==> config.mk <==
export PLATFORM = sky130hd
export DESIGN_NAME = serial_rx_frame_ctrl
export DESIGN_NICKNAME = d
export VERILOG_FILES = /design/src/rtl/serial_rx_frame_ctrl.sv
export SDC_FILE = /design/constraint.sdc
export NUM_CORES = 1
export LEC_CHECK = 0
export BUFFER_PORTS_ARGS = -buffer_cell sky130_fd_sc_hd__buf_2
export CORE_MARGIN = 5
export CORE_UTILIZATION = 54
export CTS_BUF_LIST = sky130_fd_sc_hd__clkbuf_8 sky130_fd_sc_hd__clkbuf_16
export CTS_CLUSTER_SIZE = 25
export DETAILED_ROUTE_END_ITERATION = 8
export HOLD_SLACK_MARGIN = 0.08
export PLACE_DENSITY_LB_ADDON = 0.08
export SLEW_MARGIN = 20
export SYNTH_ARGS = -nofsm -noshare
export SYNTH_HDL_FRONTEND = slang
export SYNTH_SLANG_ARGS = --single-unit
==> constraint.sdc <==
create_clock -name clk -period 1.9 [get_ports clk]
set_input_delay 0.38 -clock clk [delete_from_list [all_inputs] [get_ports clk]]
set_output_delay 0.38 -clock clk [all_outputs]
set_load 0.05 [all_outputs]
==> src/rtl/serial_rx_frame_ctrl.sv <==
// Oversampling serial receiver: start-bit detection, frame FSM, and a small output FIFO.
// Define SERIAL_RX_PARITY_EN to add the odd-parity bit (11-bit frame); the default build uses a 10-bit frame.
module serial_rx_frame_ctrl #(
    parameter int CLKS_PER_BIT = 16,
    parameter int FIFO_DEPTH   = 4
) (
    input  logic       clk,
    input  logic       rst,
    input  logic       i_rxd,
    output logic [7:0] o_data,
    output logic       o_valid,
    input  logic       i_ready,
    output logic       o_parity_err,
    output logic       o_frame_err,
    output logic       o_overflow,
    output logic       o_busy
);
    localparam int CW = $clog2(CLKS_PER_BIT);
    localparam int AW = $clog2(FIFO_DEPTH);
    localparam logic [CW-1:0] CNT_HALF = CW'(CLKS_PER_BIT / 2 - 1);
    localparam logic [CW-1:0] CNT_LAST = CW'(CLKS_PER_BIT - 1);
    localparam logic [AW:0]   CNT_FULL = (AW + 1)'(FIFO_DEPTH);

`ifdef SERIAL_RX_PARITY_EN
    typedef enum logic [2:0] {IDLE, START, DATA, PARITY, STOP, BREAK} state_t;
`else
    typedef enum logic [2:0] {IDLE, START, DATA, STOP, BREAK} state_t;
`endif

    state_t        state;
    logic [CW-1:0] cnt;
    logic [2:0]    bit_idx;
    logic [7:0]    shreg;
    logic          rxd_m, rxd_s;
    logic          bit_end, stop_sample, parity_ok;
    logic          push, pop, full;

    logic [7:0]    mem [FIFO_DEPTH];
    logic [AW-1:0] wr_ptr, rd_ptr, rd_next;
    logic [AW:0]   count, count_next;

    // Two-flop synchronizer; resets to the idle (high) line level.
    always_ff @(posedge clk) begin
        if (rst) begin
            rxd_m <= 1'b1;
            rxd_s <= 1'b1;
        end else begin
            rxd_m <= i_rxd;
            rxd_s <= rxd_m;
        end
    end

    assign bit_end     = (cnt == CNT_LAST);
    assign stop_sample = (state == STOP) && bit_end;
    assign pop         = o_valid && i_ready;
    assign full        = (count == CNT_FULL);

`ifdef SERIAL_RX_PARITY_EN
    logic par;
    assign parity_ok = ^{shreg, par};
`else
    assign parity_ok    = 1'b1;
    assign o_parity_err = 1'b0;
`endif

    // A full FIFO still accepts the byte when the head is popped in the same cycle.
    assign push = stop_sample && rxd_s && parity_ok && (!full || pop);

    always_ff @(posedge clk) begin
        if (rst) begin
            state       <= IDLE;
            cnt         <= '0;
            bit_idx     <= '0;
            shreg       <= '0;
            o_frame_err <= 1'b0;
            o_overflow  <= 1'b0;
            o_busy      <= 1'b0;
`ifdef SERIAL_RX_PARITY_EN
            par          <= 1'b0;
            o_parity_err <= 1'b0;
`endif
        end else begin
            o_frame_err <= 1'b0;
            o_overflow  <= 1'b0;
`ifdef SERIAL_RX_PARITY_EN
            o_parity_err <= 1'b0;
`endif
            case (state)
                IDLE: begin
                    if (!rxd_s) begin
                        state  <= START;
                        cnt    <= '0;
                        o_busy <= 1'b1;
                    end
                end
                START: begin
                    if (cnt == CNT_HALF) begin
                        cnt <= '0;
                        if (!rxd_s) begin
                            state   <= DATA;
                            bit_idx <= '0;
                        end else begin
                            state  <= IDLE;
                            o_busy <= 1'b0;
                        end
                    end else begin
                        cnt <= cnt + 1'b1;
                    end
                end
                DATA: begin
                    if (bit_end) begin
                        cnt            <= '0;
                        shreg[bit_idx] <= rxd_s;
                        bit_idx        <= bit_idx + 1'b1;
                        if (bit_idx == 3'd7) begin
`ifdef SERIAL_RX_PARITY_EN
                            state <= PARITY;
`else
                            state <= STOP;
`endif
                        end
                    end else begin
                        cnt <= cnt + 1'b1;
                    end
                end
`ifdef SERIAL_RX_PARITY_EN
                PARITY: begin
                    if (bit_end) begin
                        cnt   <= '0;
                        par   <= rxd_s;
                        state <= STOP;
                    end else begin
                        cnt <= cnt + 1'b1;
                    end
                end
`endif
                STOP: begin
                    if (bit_end) begin
                        cnt <= '0;
                        if (!rxd_s) begin
                            o_frame_err <= 1'b1;
                            state       <= BREAK;
                        end else begin
                            state  <= IDLE;
                            o_busy <= 1'b0;
                            if (!parity_ok) begin
`ifdef SERIAL_RX_PARITY_EN
                                o_parity_err <= 1'b1;
`endif
                            end else if (!push) begin
                                o_overflow <= 1'b1;
                            end
                        end
                    end else begin
                        cnt <= cnt + 1'b1;
                    end
                end
                BREAK: begin
                    if (rxd_s) begin
                        state  <= IDLE;
                        o_busy <= 1'b0;
                    end
                end
                default: begin
                    state  <= IDLE;
                    o_busy <= 1'b0;
                end
            endcase
        end
    end

    // NOTE: FIFO storage is not reset; pointers and count define validity, so only they need reset.
    always_ff @(posedge clk) begin
        if (push) mem[wr_ptr] <= shreg;
    end

    assign rd_next = rd_ptr + 1'b1;

    always_comb begin
        count_next = count;
        case ({push, pop})
            2'b10:   count_next = count + 1'b1;
            2'b01:   count_next = count - 1'b1;
            default: count_next = count;
        endcase
    end

    always_ff @(posedge clk) begin
        if (rst) begin
            wr_ptr  <= '0;
            rd_ptr  <= '0;
            count   <= '0;
            o_data  <= 8'h00;
            o_valid <= 1'b0;
        end else begin
            if (push) wr_ptr <= wr_ptr + 1'b1;
            if (pop)  rd_ptr <= rd_next;
            count   <= count_next;
            o_valid <= (count_next != '0);
            // Registered head: load the incoming byte when it becomes the head, else the next stored entry.
            if (count == '0 || (pop && count == (AW + 1)'(1))) begin
                if (push) o_data <= shreg;
            end else if (pop) begin
                o_data <= mem[rd_next];
            end
        end
    end

endmodule
==> impl_results.md, run 1 <==
- Num CTS Buffers: 9
- Dpl hpwl: 4160 um
- Clk slew on worst S/H paths: 0.07 ns
- First-pass GRT wire length: 10100 um
- Setup TNS: 0 ns
- Clk_skew: 0.00567 ns
- DRT iter0 DRCs: 130
- Area fraction of the dominant cell type after synthesis: 29.8%
- Longest Clk Path Bufs: 2
- EDFF count, synth: 32
- WL/cell: 14.9 um
- Total GRT Usage: 17.6%
- Final min period: 1.78 ns
- Initial antenna violation count: 0
- Post-synth cell types: 52
- Worst R2R Start: cnt[0]$_SDFFE_PP0P_
- Num rows: 28
- Register area share after synthesis: 54.0%
- FMAX: 0.563 GHz
- ANT cells: 0
- Post-route ant nets: 0
- Pins over their slew limit: 0
- Gr ovfl total: 0
- RSZ-0062 raised after global routing: no
- Core Area: 0.00585 mm^2
- Yosys reg bits: 71
- Post-synth top area cell: edfxtp_1
- Number of fill cells: 471
- Hold Path Sink: rxd_m$_SDFF_PP1_
- Final Setup Violations: 0
- Synth area leaders: edfxtp_1 (30%), dfxtp_1 (24%), mux4_2 (5.6%)
- Root buf cell: clkbuf_8
- TritonCTS clock tree: yes
- # DRC: 0
- Placed cell area: 0.00348 mm^2
- Hold_sp: i_rxd
- Multi-input gate area: 0.00138 mm^2
- Die width: 87.3 um
- Worst EP required: 2.11 ns
- Max Cap Violations: 0
- Sequential cell area: 0.00174 mm^2
- Tot Pwr: 3.76 mW
- # nets final: 331
- Place WS: 0.0112 ns
- Share of cells above drive strength 1: 27.1%
- Most common cell after layout, fill and taps aside: dfxtp_1
- Worst skew pair latency: 0.34 ns
- Startpoint types: flip-flop
- Largest net degree at the start of global routing: 23
- Routed vias/inst: 5.41
- Vias in the first global route: 2143
- Boundary Pins: 17
- Die extent in y: 87.3 um
- Max stage delay cell, worst path: dfxtp_1
- Most frequent cells in the layout: dfxtp_1 (38), nor2_1 (35), edfxtp_1 (32)
- Area grow syn2layout: 15.9%
- Vias: 2143
- Area of the die: 0.00762 mm^2
- Avg Inst Size Synth: 11.5 um^2
- CP cell instances: ha_1 -> nand4_2 -> nor3_1 -> a221oi_1 -> a211oi_1 -> o22ai_1
- CP Max Fanout: 4
- Port Buf Inserts: 15
- Crit Path Category: reg -> reg
- Final wirelength: 5910 um
- LEAKAGE: 1.45 nW
- Highest ir drop seen on vdd: 0.732 mV
- Final Util: 63.9%
- Syn. warnings: 0
- Crit end category: flip-flop
- CP max stage delay: 0.37 ns
- Setup WS post-layout: 0.123 ns
- H-tree depth: 3
- Synth Flop Type: dfxtp_1
- Tcrit/Tclk final: 93.6%
- DR pass1 iterations: 6
- CTS Hold Bufs: 0
- Cell Area, Synth: 0.00323 mm^2
- Hold Crit Depth: 2
- CTS Sinks: 71
- PwrDens: 1010 mW/mm^2
- Final Instance Area: 0.00374 mm^2
- Worst flop-to-flop path endpoint: o_valid$_SDFF_PP0_
- Status: completed
- Routability congestion estimate from global placement: 0.773
- Setup slack, reg-to-reg: 0.12 ns
- Tightest Hold Check Type: in -> reg
- Post-synth net total: 295
- Final hold vios: 0
- Crit path DAT: 1.99 ns
- Async set or reset register ratio after synthesis: 0%
- Initial Util: 55.1%
- Mapped Cells: 280
- R2r worst-path depth: 6
[final cells by class]
| class | count | share of cell area, % |
|---|---|---|
| Clock buffer | 9 | 3.31 |
| Clock inverter | 7 | 2.34 |
| Inverter | 7 | 0.703 |
| Multi-Input combinational cell | 186 | 37.0 |
| Sequential cell | 71 | 46.6 |
| Tap cell | 75 | 2.51 |
| Timing Repair Buffer | 41 | 7.56 |
[stage by stage]
stage	std cells	hold WS, ns
floorplan	280	0.389
global placement	377	0.395
detailed placement	377	0.405
CTS	396	0.206
global route	396	0.203
finish	396	0.224
[sequential cells by signal (all words and copies together), names as in the netlist]
signal / count
bit_idx: 3
cnt: 4
count: 3
mem: 32
o_busy: 1
o_data: 8
o_frame_err: 1
o_overflow: 1
o_valid: 1
rd_ptr: 2
rxd_m: 1
rxd_s: 1
shreg: 8
state: 3
wr_ptr: 2
[cell usage after synthesis, drive strengths merged, types with 7 or more instances]
library cell and instances:
dfxtp 39, nor2 37, edfxtp 32, a21oi 19, nand2 19, mux2i 16, nand3 13, buf 11
ha 11, a211oi 10, mux4 8, inv 7
[repair_timing]
item	4_1_cts	5_1_grt
gates resized for setup	0	5
buffers inserted	3	0
setup endpoints to repair	2	34
cloned	0	0
[where the power goes]
part / internal, mW / switching (mW) / leakage, nW / total [mW]
sequential: 1.64 / 0.0568 / 0.613 / 1.70
clock: 0.727 / 0.537 / 0.100 / 1.26
combinational: 0.339 / 0.456 / 0.738 / 0.795
total: 2.71 / 1.05 / 1.45 / 3.76
[worst max-delay path, delay by kind of cell, from the launching register on]
| family | cells | cell delay [ns] |
|---|---|---|
| AND/OR/NAND/NOR | 2 | 0.57 |
| adder cells (fa/ha/maj) | 1 | 0.22 |
| flip-flops | 1 | 0.37 |
| AO/OA/AOI/OAI | 3 | 0.49 |
[worst max-delay path by stage]
stage / from / endpoint / slack (ns) / cells past startpoint
3_5_place_dp: count[0]$_SDFF_PP0_ / o_data[4]$_SDFFE_PP0P_ / 0.01 / 7
4_1_cts: cnt[0]$_SDFFE_PP0P_ / mem[3][1]$_DFFE_PP_ / 0.02 / 5
2_1_floorplan: count[0]$_SDFF_PP0_ / o_data[1]$_SDFFE_PP0P_ / 0.04 / 8
3_3_place_gp: cnt[0]$_SDFFE_PP0P_ / mem[1][4]$_DFFE_PP_ / 0.06 / 5
5_1_grt: cnt[0]$_SDFFE_PP0P_ / count[2]$_SDFF_PP0_ / 0.007 / 7
6_report: cnt[0]$_SDFFE_PP0P_ / o_valid$_SDFF_PP0_ / 0.12 / 6
[layer usage]
metal	track usage, %	vias up	wire length, um
met1	22.7	1011	2850
met2	27.7	35	2760
met3	5.68	9	235
met4	6.14	0	71
met5	0	-	0
li1	-	1088	-
[cells by family (layout without fill, tap and decap cells)]
family	Yosys count	count (layout)	share of synthesized area, %
buf+inv	23	64	3.41
fa+ha+maj	11	11	4.27
other cells	1	1	0.116
simple gates	96	96	15.2
mux	24	24	10.9
compound gates	48	48	10.5
xor+xnor	6	6	1.63
flops	71	71	54.0
Power figures use the tool's default switching activity.
==> inputs of run 2 (changes only) <==
--- a/config.mk
+++ b/config.mk
@@ -5,6 +5,7 @@
 export SDC_FILE = /design/constraint.sdc
 export NUM_CORES = 1
 export LEC_CHECK = 0
+export ABC_AREA = 1
 export BUFFER_PORTS_ARGS = -buffer_cell sky130_fd_sc_hd__buf_2
 export CORE_MARGIN = 5
 export CORE_UTILIZATION = 54
==> run 2 against run 1 <==
Against the previous run:
- non-clock buffer count decreased by 14
- largest power group unchanged
- global-route usage increased by 1.6 points
- combinational power shrank 4.3%
==> impl_results.md, run 2 <==
- Sw Ratio: 31.0% (was 27.9%)
- Seq pwr share: 47.8% (was 45.2%)
- Cell Area, Synth: 0.00314 mm^2 (was 0.00323 mm^2)
- Tcrit/Tclk final: 89.8% (was 93.6%)
- Number of flip-flops under the largest register name: 32 (unchanged)
- Boundary Pins: 17 (unchanged)
- Async set or reset register ratio after synthesis: 0% (unchanged)
- Crit path DAT: 1.76 ns (was 1.99 ns)
- Syn. warnings: 0 (unchanged)
- Setup slack, reg-to-reg: 0.19 ns (was 0.12 ns)
- Clk slew on worst S/H paths: 0.07 ns (about the same)
- Vias in the first global route: 2195 (was 2143)
- Vias: 2378 (was 2143)
- CP delay by family, top: simple AND/OR/NAND/NOR gates (unchanged)
- Die extent in y: 86.2 um (was 87.3 um)
- R2r worst-path depth: 8 (was 6)
- CP Buf/Inv Count: 2 (was 0)
- Biggest register: mem (unchanged)
- Startpoint types: flip-flop (unchanged)
- Area fraction of the dominant cell type after synthesis: 30.6% (was 29.8%)
- Max stage delay cell, worst path: dfxtp_1 (unchanged)
- RSZ-0062 raised after global routing: yes (was no)
- Worst EP required: 1.95 ns (was 2.11 ns)
- Die width: 86.2 um (was 87.3 um)
- CP dominant cell by count: nand2_1
- Final Util: 63.7% (was 63.9%)
- Port Buf Inserts: 15 (unchanged)
- Final Setup Violations: 0 (unchanged)
- Synth area leaders: edfxtp_1 (31%), dfxtp_1 (25%), nand2_1 (5.9%) (was edfxtp_1 (30%), dfxtp_1 (24%), mux4_2 (5.6%))
- # nets final: 385 (was 331)
- Yosys reg bits: 71 (unchanged)
- CTS Sinks: 71 (unchanged)
- Worst flop-to-flop path endpoint: mem[3][3]$_DFFE_PP_ (was o_valid$_SDFF_PP0_)
- ANT cells: 0 (unchanged)
- Num CTS Buffers: 9 (unchanged)
- Final Instance Area: 0.00355 mm^2 (was 0.00374 mm^2)
- Routed vias/inst: 5.32 (was 5.41)
- Avg Inst Size Synth: 9.17 um^2 (was 11.5 um^2)
- Dpl hpwl: 4770 um (was 4160 um)
- Worst skew pair latency: 0.34 ns (about the same)
- DRT iter0 DRCs: 188 (was 130)
- Final min period: 1.71 ns (was 1.78 ns)
- Crit. Startpoint: cnt[1]$_SDFFE_PP0P_ (was cnt[0]$_SDFFE_PP0P_)
- Tightest Hold Check Type: in -> reg (unchanged)
- Most common cell in the netlist: nand2_1 (was dfxtp_1)
- FMAX: 0.586 GHz (was 0.563 GHz)
- Clock power frac: 31.0% (was 33.6%)
- Logic pwr share: 21.2% (about the same)
- Gr ovfl total: 0 (unchanged)
- Post-synth top area cell: edfxtp_1 (unchanged)
- Crit path capture: mem[3][3]$_DFFE_PP_ (was o_valid$_SDFF_PP0_)
- Area of the die: 0.00743 mm^2 (was 0.00762 mm^2)
- Internal power: 2.48 mW (was 2.71 mW)
- Root buf cell: clkbuf_8 (unchanged)
- Synth top cells by count: nand2_1 (49), inv_1 (40), dfxtp_1 (39), a21oi_1 (33), edfxtp_1 (32) (was dfxtp_1 (39), nor2_1 (35), edfxtp_1 (32), a21oi_1 (19), nand2_1 (18))
- CP max stage delay: 0.36 ns (was 0.37 ns)
- Core Area: 0.00557 mm^2 (was 0.00585 mm^2)
- # DRC: 0 (unchanged)
- H-tree depth: 3 (unchanged)
- Largest net degree at the start of global routing: 27 (was 23)
- Longest Clk Path Bufs: 2 (unchanged)
- Most common cell after layout, fill and taps aside: nand2_1 (was dfxtp_1)
- Highest ir drop seen on vdd: 0.677 mV (was 0.732 mV)
- Total GRT Usage: 19.1% (was 17.6%)
- Post-CTS setup buffer count: 0 (was 3)
- Initial Util: 56.3% (was 55.1%)
- LEAKAGE: 1.48 nW (was 1.45 nW)
- CP Max Fanout: 8 (was 4)
- TritonCTS clock tree: yes (unchanged)
- Worst R2R Start: cnt[1]$_SDFFE_PP0P_ (was cnt[0]$_SDFFE_PP0P_)
- Pins over their slew limit: 0 (unchanged)
- WL/cell: 14.8 um (was 14.9 um)
- Post-synth net total: 357 (was 295)
- Sw Pwr: 1.11 mW (was 1.05 mW)
- CP cell instances: ha_1 -> nand2_1 -> inv_1 -> nand2_1 -> nor2_2 -> nand2_2 -> nor2_1 -> buf_4 (was ha_1 -> nand4_2 -> nor3_1 -> a221oi_1 -> a211oi_1 -> o22ai_1)
- Routability congestion estimate from global placement: 0.793 (was 0.773)
- Mapped Cells: 342 (was 280)
- Crit Path Category: reg -> reg (unchanged)
- Max Cap Violations: 0 (unchanged)
- Status: completed (unchanged)
- Share of cells above drive strength 1: 18.1% (was 27.1%)
- Slew headroom: 49.2%
- Most frequent cells in the layout: nand2_1 (45), inv_1 (43), dfxtp_1 (38) (was dfxtp_1 (38), nor2_1 (35), edfxtp_1 (32))
- Initial antenna violation count: 0 (unchanged)
- PwrDens: 1010 mW/mm^2 (about the same)
- Num rows: 27 (was 28)
- CTS Hold Bufs: 0 (unchanged)
- First-pass GRT wire length: 10800 um (was 10100 um)
- DR pass1 iterations: 4 (was 6)
- Area grow syn2layout: 13.2% (was 15.9%)
- Slew at the pin closest to its max-slew limit: 0.761 ns
- Post-route ant nets: 0 (unchanged)
- Post-synth cell types: 33 (was 52)
- EDFF count, synth: 32 (unchanged)
- Register area share after synthesis: 55.5% (was 54.0%)
- Synth Flop Type: dfxtp_1 (unchanged)
- WP depth: 8 (was 6)
- Clk_skew: 0.00573 ns (was 0.00567 ns)
- Final wirelength: 6630 um (was 5910 um)
- Placed cell area: 0.00333 mm^2 (was 0.00348 mm^2)
- Final hold vios: 0 (unchanged)
- Crit end category: flip-flop (unchanged)
- Biggest regs: mem: 32 flops, o_data: 8 flops, shreg: 8 flops (unchanged)
==> run 2: changes by cell type in the layout (fill, tap and decap cells not counted), sizes merged, moves of 6 or more <==
cell | previous run | this run
a21oi | 19 | 33
a211oi | 10 | 0
mux2i | 16 | 1
mux4 | 8 | 0
inv | 7 | 48
o21ai | 6 | 44
buf | 41 | 27
nand2 | 19 | 52
nor2 | 37 | 31
==> run 2: layer usage <==
metal	vias to the layer above	global-route usage, %	share of wire [%]
li1	1214	-	-
met1	1090	27.6	50
met5	-	0	0
met3	14	3.52	5.1
met4	0	9.35	1.9
met2	60	27.7	43
==> run 2: area by class of cell <==
type,instances,area [um^2]
clock buffer,13,179
clock inverter,3,11.3
inverter,45,169
tap,72,90.1
multi-input combinational,216,1190
sequential,71,1740
timing repair buffer,27,165
fill,466,2020
==> run 2: power by group through the flow <==
stage / clock network (mW) / logic (mW) / registers [mW]
after global placement: 0 / 0.734 / 1.75
after detailed placement: 0 / 0.747 / 1.75
after CTS: 1.14 / 0.751 / 1.72
after global routing: 1.21 / 0.848 / 1.73
after floorplan: 0 / 0.462 / 1.85
final: 1.11 / 0.761 / 1.72
==> run 2: worst min path at each step <==
stage	startpoint	to	cells past startpoint	slack, ns
5_1_grt	i_rxd	rxd_m$_SDFF_PP1_	2	0.22
3_3_place_gp	rxd_m$_SDFF_PP1_	rxd_s$_SDFF_PP1_	1	0.40
6_report	i_rxd	rxd_m$_SDFF_PP1_	2	0.22
3_5_place_dp	rxd_m$_SDFF_PP1_	rxd_s$_SDFF_PP1_	1	0.40
4_1_cts	i_rxd	rxd_m$_SDFF_PP1_	2	0.21
2_1_floorplan	rxd_m$_SDFF_PP1_	rxd_s$_SDFF_PP1_	1	0.39
==> run 2: repair_timing <==
| action | in CTS | in global routing |
|---|---|---|
| setup endpoints to repair | 0 | 43 |
| endpoints found under the hold margin | 0 | 0 |
| resized for setup | 0 | 10 |
==> run 2: logic make-up (layout without fill, tap and decap cells) <==
| family | count (synthesis) | count (layout) | synth area share (%) |
|---|---|---|---|
| buf+inv | 55 | 88 | 7.22 |
| simple gates | 110 | 110 | 15.6 |
| other cells | 1 | 1 | 0.120 |
| compound gates | 90 | 90 | 16.0 |
| mux | 1 | 1 | 0.319 |
| xor+xnor | 3 | 3 | 0.838 |
| fa+ha+maj | 11 | 11 | 4.39 |
| flops | 71 | 71 | 55.5 |
==> run 2: per-stage QoR <==
step | power (mW) | cells | TNS [ns] | hold WS [ns] | worst slack [ns]
floorplan | 2.31 | 342 | 0 | 0.389 | 0.0406
global placement | 2.49 | 431 | 0 | 0.401 | 0.187
detailed placement | 2.50 | 431 | 0 | 0.404 | 0.0805
CTS | 3.60 | 447 | 0 | 0.209 | 0.0585
global route | 3.79 | 447 | -0.0240 | 0.222 | -0.00999
finish | 3.59 | 447 | 0 | 0.224 | 0.193
==> inputs of run 3 (changes only) <==
--- a/config.mk
+++ b/config.mk
@@ -13,7 +13,8 @@
 export CTS_CLUSTER_SIZE = 25
 export DETAILED_ROUTE_END_ITERATION = 8
 export HOLD_SLACK_MARGIN = 0.08
-export PLACE_DENSITY_LB_ADDON = 0.08
+export PLACE_DENSITY = 0.75
+export RECOVER_POWER = 100
 export SLEW_MARGIN = 20
 export SYNTH_ARGS = -nofsm -noshare
 export SYNTH_HDL_FRONTEND = slang
==> run 3 against run 2 <==
Against the previous run:
- core utilization is 0.70 points higher
- count of clock-buffer cells in the layout is 4 lower
- sequential cell count stayed put
- via count is 1.4% higher
- highest routed layer unchanged
- cell count is 1.1% higher
- total power is 4.9% higher
==> impl_results.md, run 3 (same netlist as run 2, synthesis figures left out) <==
- Max Cap Violations: 0 (unchanged)
- Crit path DAT: 1.84 ns (was 1.76 ns)
- Finished Layout Cells: 452 (was 447)
- LEAKAGE: 1.45 nW (was 1.48 nW)
- Vias in the first global route: 2312 (was 2195)
- WL/cell: 14.6 um (was 14.8 um)
- # DRC: 0 (unchanged)
- Port Buf Inserts: 15 (unchanged)
- CP max stage delay: 0.42 ns (was 0.36 ns)
- Max stage delay cell, worst path: dfxtp_1 (unchanged)
- Biggest register: mem (unchanged)
- Number of flip-flops under the largest register name: 32 (unchanged)
- Longest Clk Path Bufs: 2 (unchanged)
- Initial Util: 56.3% (unchanged)
- DR pass1 iterations: 4 (unchanged)
- Post-route ant nets: 0 (unchanged)
- Slew at the pin closest to its max-slew limit: 0.611 ns (was 0.761 ns)
- Routed vias/inst: 5.34 (was 5.32)
- H-tree depth: 3 (unchanged)
- Startpoint types: flip-flop (unchanged)
- WHS: 0.214 ns (was 0.224 ns)
- # nets final: 390 (was 385)
- Num CTS Buffers: 9 (unchanged)
- Final Setup Violations: 0 (unchanged)
- PwrDens: 1050 mW/mm^2 (was 1010 mW/mm^2)
- Share of cells above drive strength 1: 14.7% (was 18.1%)
- Root buf cell: clkbuf_8 (unchanged)
- Most common cell after layout, fill and taps aside: nand2_1 (unchanged)
- Gr ovfl total: 0 (unchanged)
- Sequential cell area: 0.00174 mm^2 (about the same)
- First-pass GRT wire length: 11000 um (was 10800 um)
- Boundary Pins: 17 (unchanged)
- Core Area: 0.00557 mm^2 (unchanged)
- Dpl hpwl: 4720 um (was 4770 um)
- Die extent in y: 86.2 um (unchanged)
- Biggest regs: mem: 32 flops, o_data: 8 flops, shreg: 8 flops (unchanged)
- Final min period: 1.78 ns (was 1.71 ns)
- Status: completed (unchanged)
- Final hold vios: 0 (unchanged)
- CP cell instances: nand2_1 -> nor2_1 -> nand2_1 -> nor2_2 -> nand2_4 -> nor2_1 -> buf_4 (was ha_1 -> nand2_1 -> inv_1 -> nand2_1 -> nor2_2 -> nand2_2 -> nor2_1 -> buf_4)
- Crit end category: flip-flop (unchanged)
- Slew headroom: 59.4% (was 49.2%)
- DRT iter0 DRCs: 128 (was 188)
- Vias: 2412 (was 2378)
- Routability congestion estimate from global placement: 0.947 (was 0.793)
- Placed insts: 431 (unchanged)
- CTS Hold Bufs: 0 (unchanged)
- ANT cells: 0 (unchanged)
- Placed cell area: 0.00333 mm^2 (unchanged)
- Die width: 86.2 um (unchanged)
- Num rows: 27 (unchanged)
- Clk slew on worst S/H paths: 0.08 ns (was 0.07 ns)
- CP Max Fanout: 8 (unchanged)
- Number of fill cells: 468 (was 466)
- Final Instance Area: 0.00359 mm^2 (was 0.00355 mm^2)
- Area of the die: 0.00743 mm^2 (unchanged)
- RSZ-0062 raised after global routing: yes (unchanged)
- Final wirelength: 6590 um (was 6630 um)
- Multi-input gate area: 0.00119 mm^2 (about the same)
- TritonCTS clock tree: yes (unchanged)
- Largest net degree at the start of global routing: 19 (was 27)
- Initial antenna violation count: 0 (unchanged)
- Total GRT Usage: 19.4% (was 19.1%)
- Pins over their slew limit: 0 (unchanged)
- Tightest Hold Check Type: in -> reg (unchanged)
- Crit Path Category: reg -> reg (unchanged)
- Clk_skew: 0.00582 ns (was 0.00573 ns)
- Worst EP required: 1.95 ns (about the same)
- Tcrit/Tclk final: 93.8% (was 89.8%)
- Worst skew pair latency: 0.34 ns (about the same)
- Most frequent cells in the layout: nand2_1 (46), inv_1 (40), dfxtp_1 (39) (was nand2_1 (45), inv_1 (43), dfxtp_1 (38))
- Area grow syn2layout: 14.4% (was 13.2%)
- Highest ir drop seen on vdd: 0.512 mV (was 0.677 mV)
- FMAX: 0.561 GHz (was 0.586 GHz)
- CTS Sinks: 71 (unchanged)
[run 3: cell types whose count changed in the layout (fill, tap and decap cells not counted), sizes merged]
cell / change
buf: -9
bufinv: +2
clkbuf: +10
clkinv: +2
clkinvlp: +2
inv: -2
[run 3: timing repair]
action,CTS,global route
setup buffers,0,5
pin swaps,0,1
gates resized for setup,1,7
setup endpoints to repair,8,46
[run 3: area by class of cell]
cell class	instances	share of cell area [%]
tap	72	2.51
inverter	45	4.71
clock inverter	7	2.68
sequential	71	48.5
clock buffer	9	3.45
multi-input combinational	216	33.1
timing repair buffer	32	5.02
[run 3: stage by stage]
step,setup WS [ns],total power [mW],util [%],setup TNS [ns]
after floorplan,0.0406,2.31,-,0
after global placement,0.120,2.46,59.8,0
after detailed placement,0.000234,2.47,59.8,0
after CTS,0.0382,3.79,63.8,0
after global routing,-0.0292,3.97,64.4,-0.0697
final,0.119,3.77,64.4,0
[run 3: layer usage]
metal / track usage (%) / up-vias / routed length (um)
met4: 8.92 / 0 / 110
met3: 3.90 / 12 / 355
met2: 30.3 / 63 / 3090
met1: 25.9 / 1110 / 3030
met5: 0 / - / 0
li1: - / 1227 / -
[run 3: path summary, 6_finish.rpt]
kind                                       startpoint                   to  slack (ns)  cells after the start
worst max-delay path            state[0]$_SDFFE_PP0P_  mem[2][3]$_DFFE_PP_        0.12                      7
worst min-delay path                            i_rxd     rxd_m$_SDFF_PP1_        0.21                      2
worst max register to register  state[0]$_SDFFE_PP0P_  mem[2][3]$_DFFE_PP_        0.12                      7
worst min register to register       rxd_m$_SDFF_PP1_     rxd_s$_SDFF_PP1_        0.41                      1
[run 3: worst max-delay path, delay by kind of cell, from the launching register on]
kind                   cells  cell delay [ns]
flip-flops                 1             0.42
AND/OR/NAND/NOR            6             0.89
buffers and inverters      1             0.18
[run 3: power breakdown]
group	switching (mW)	leakage (nW)	total, mW	internal [mW]
Clock	0.579	0.103	1.32	0.741
Combinational	0.505	0.733	0.718	0.213
Sequential	0.0784	0.613	1.73	1.65
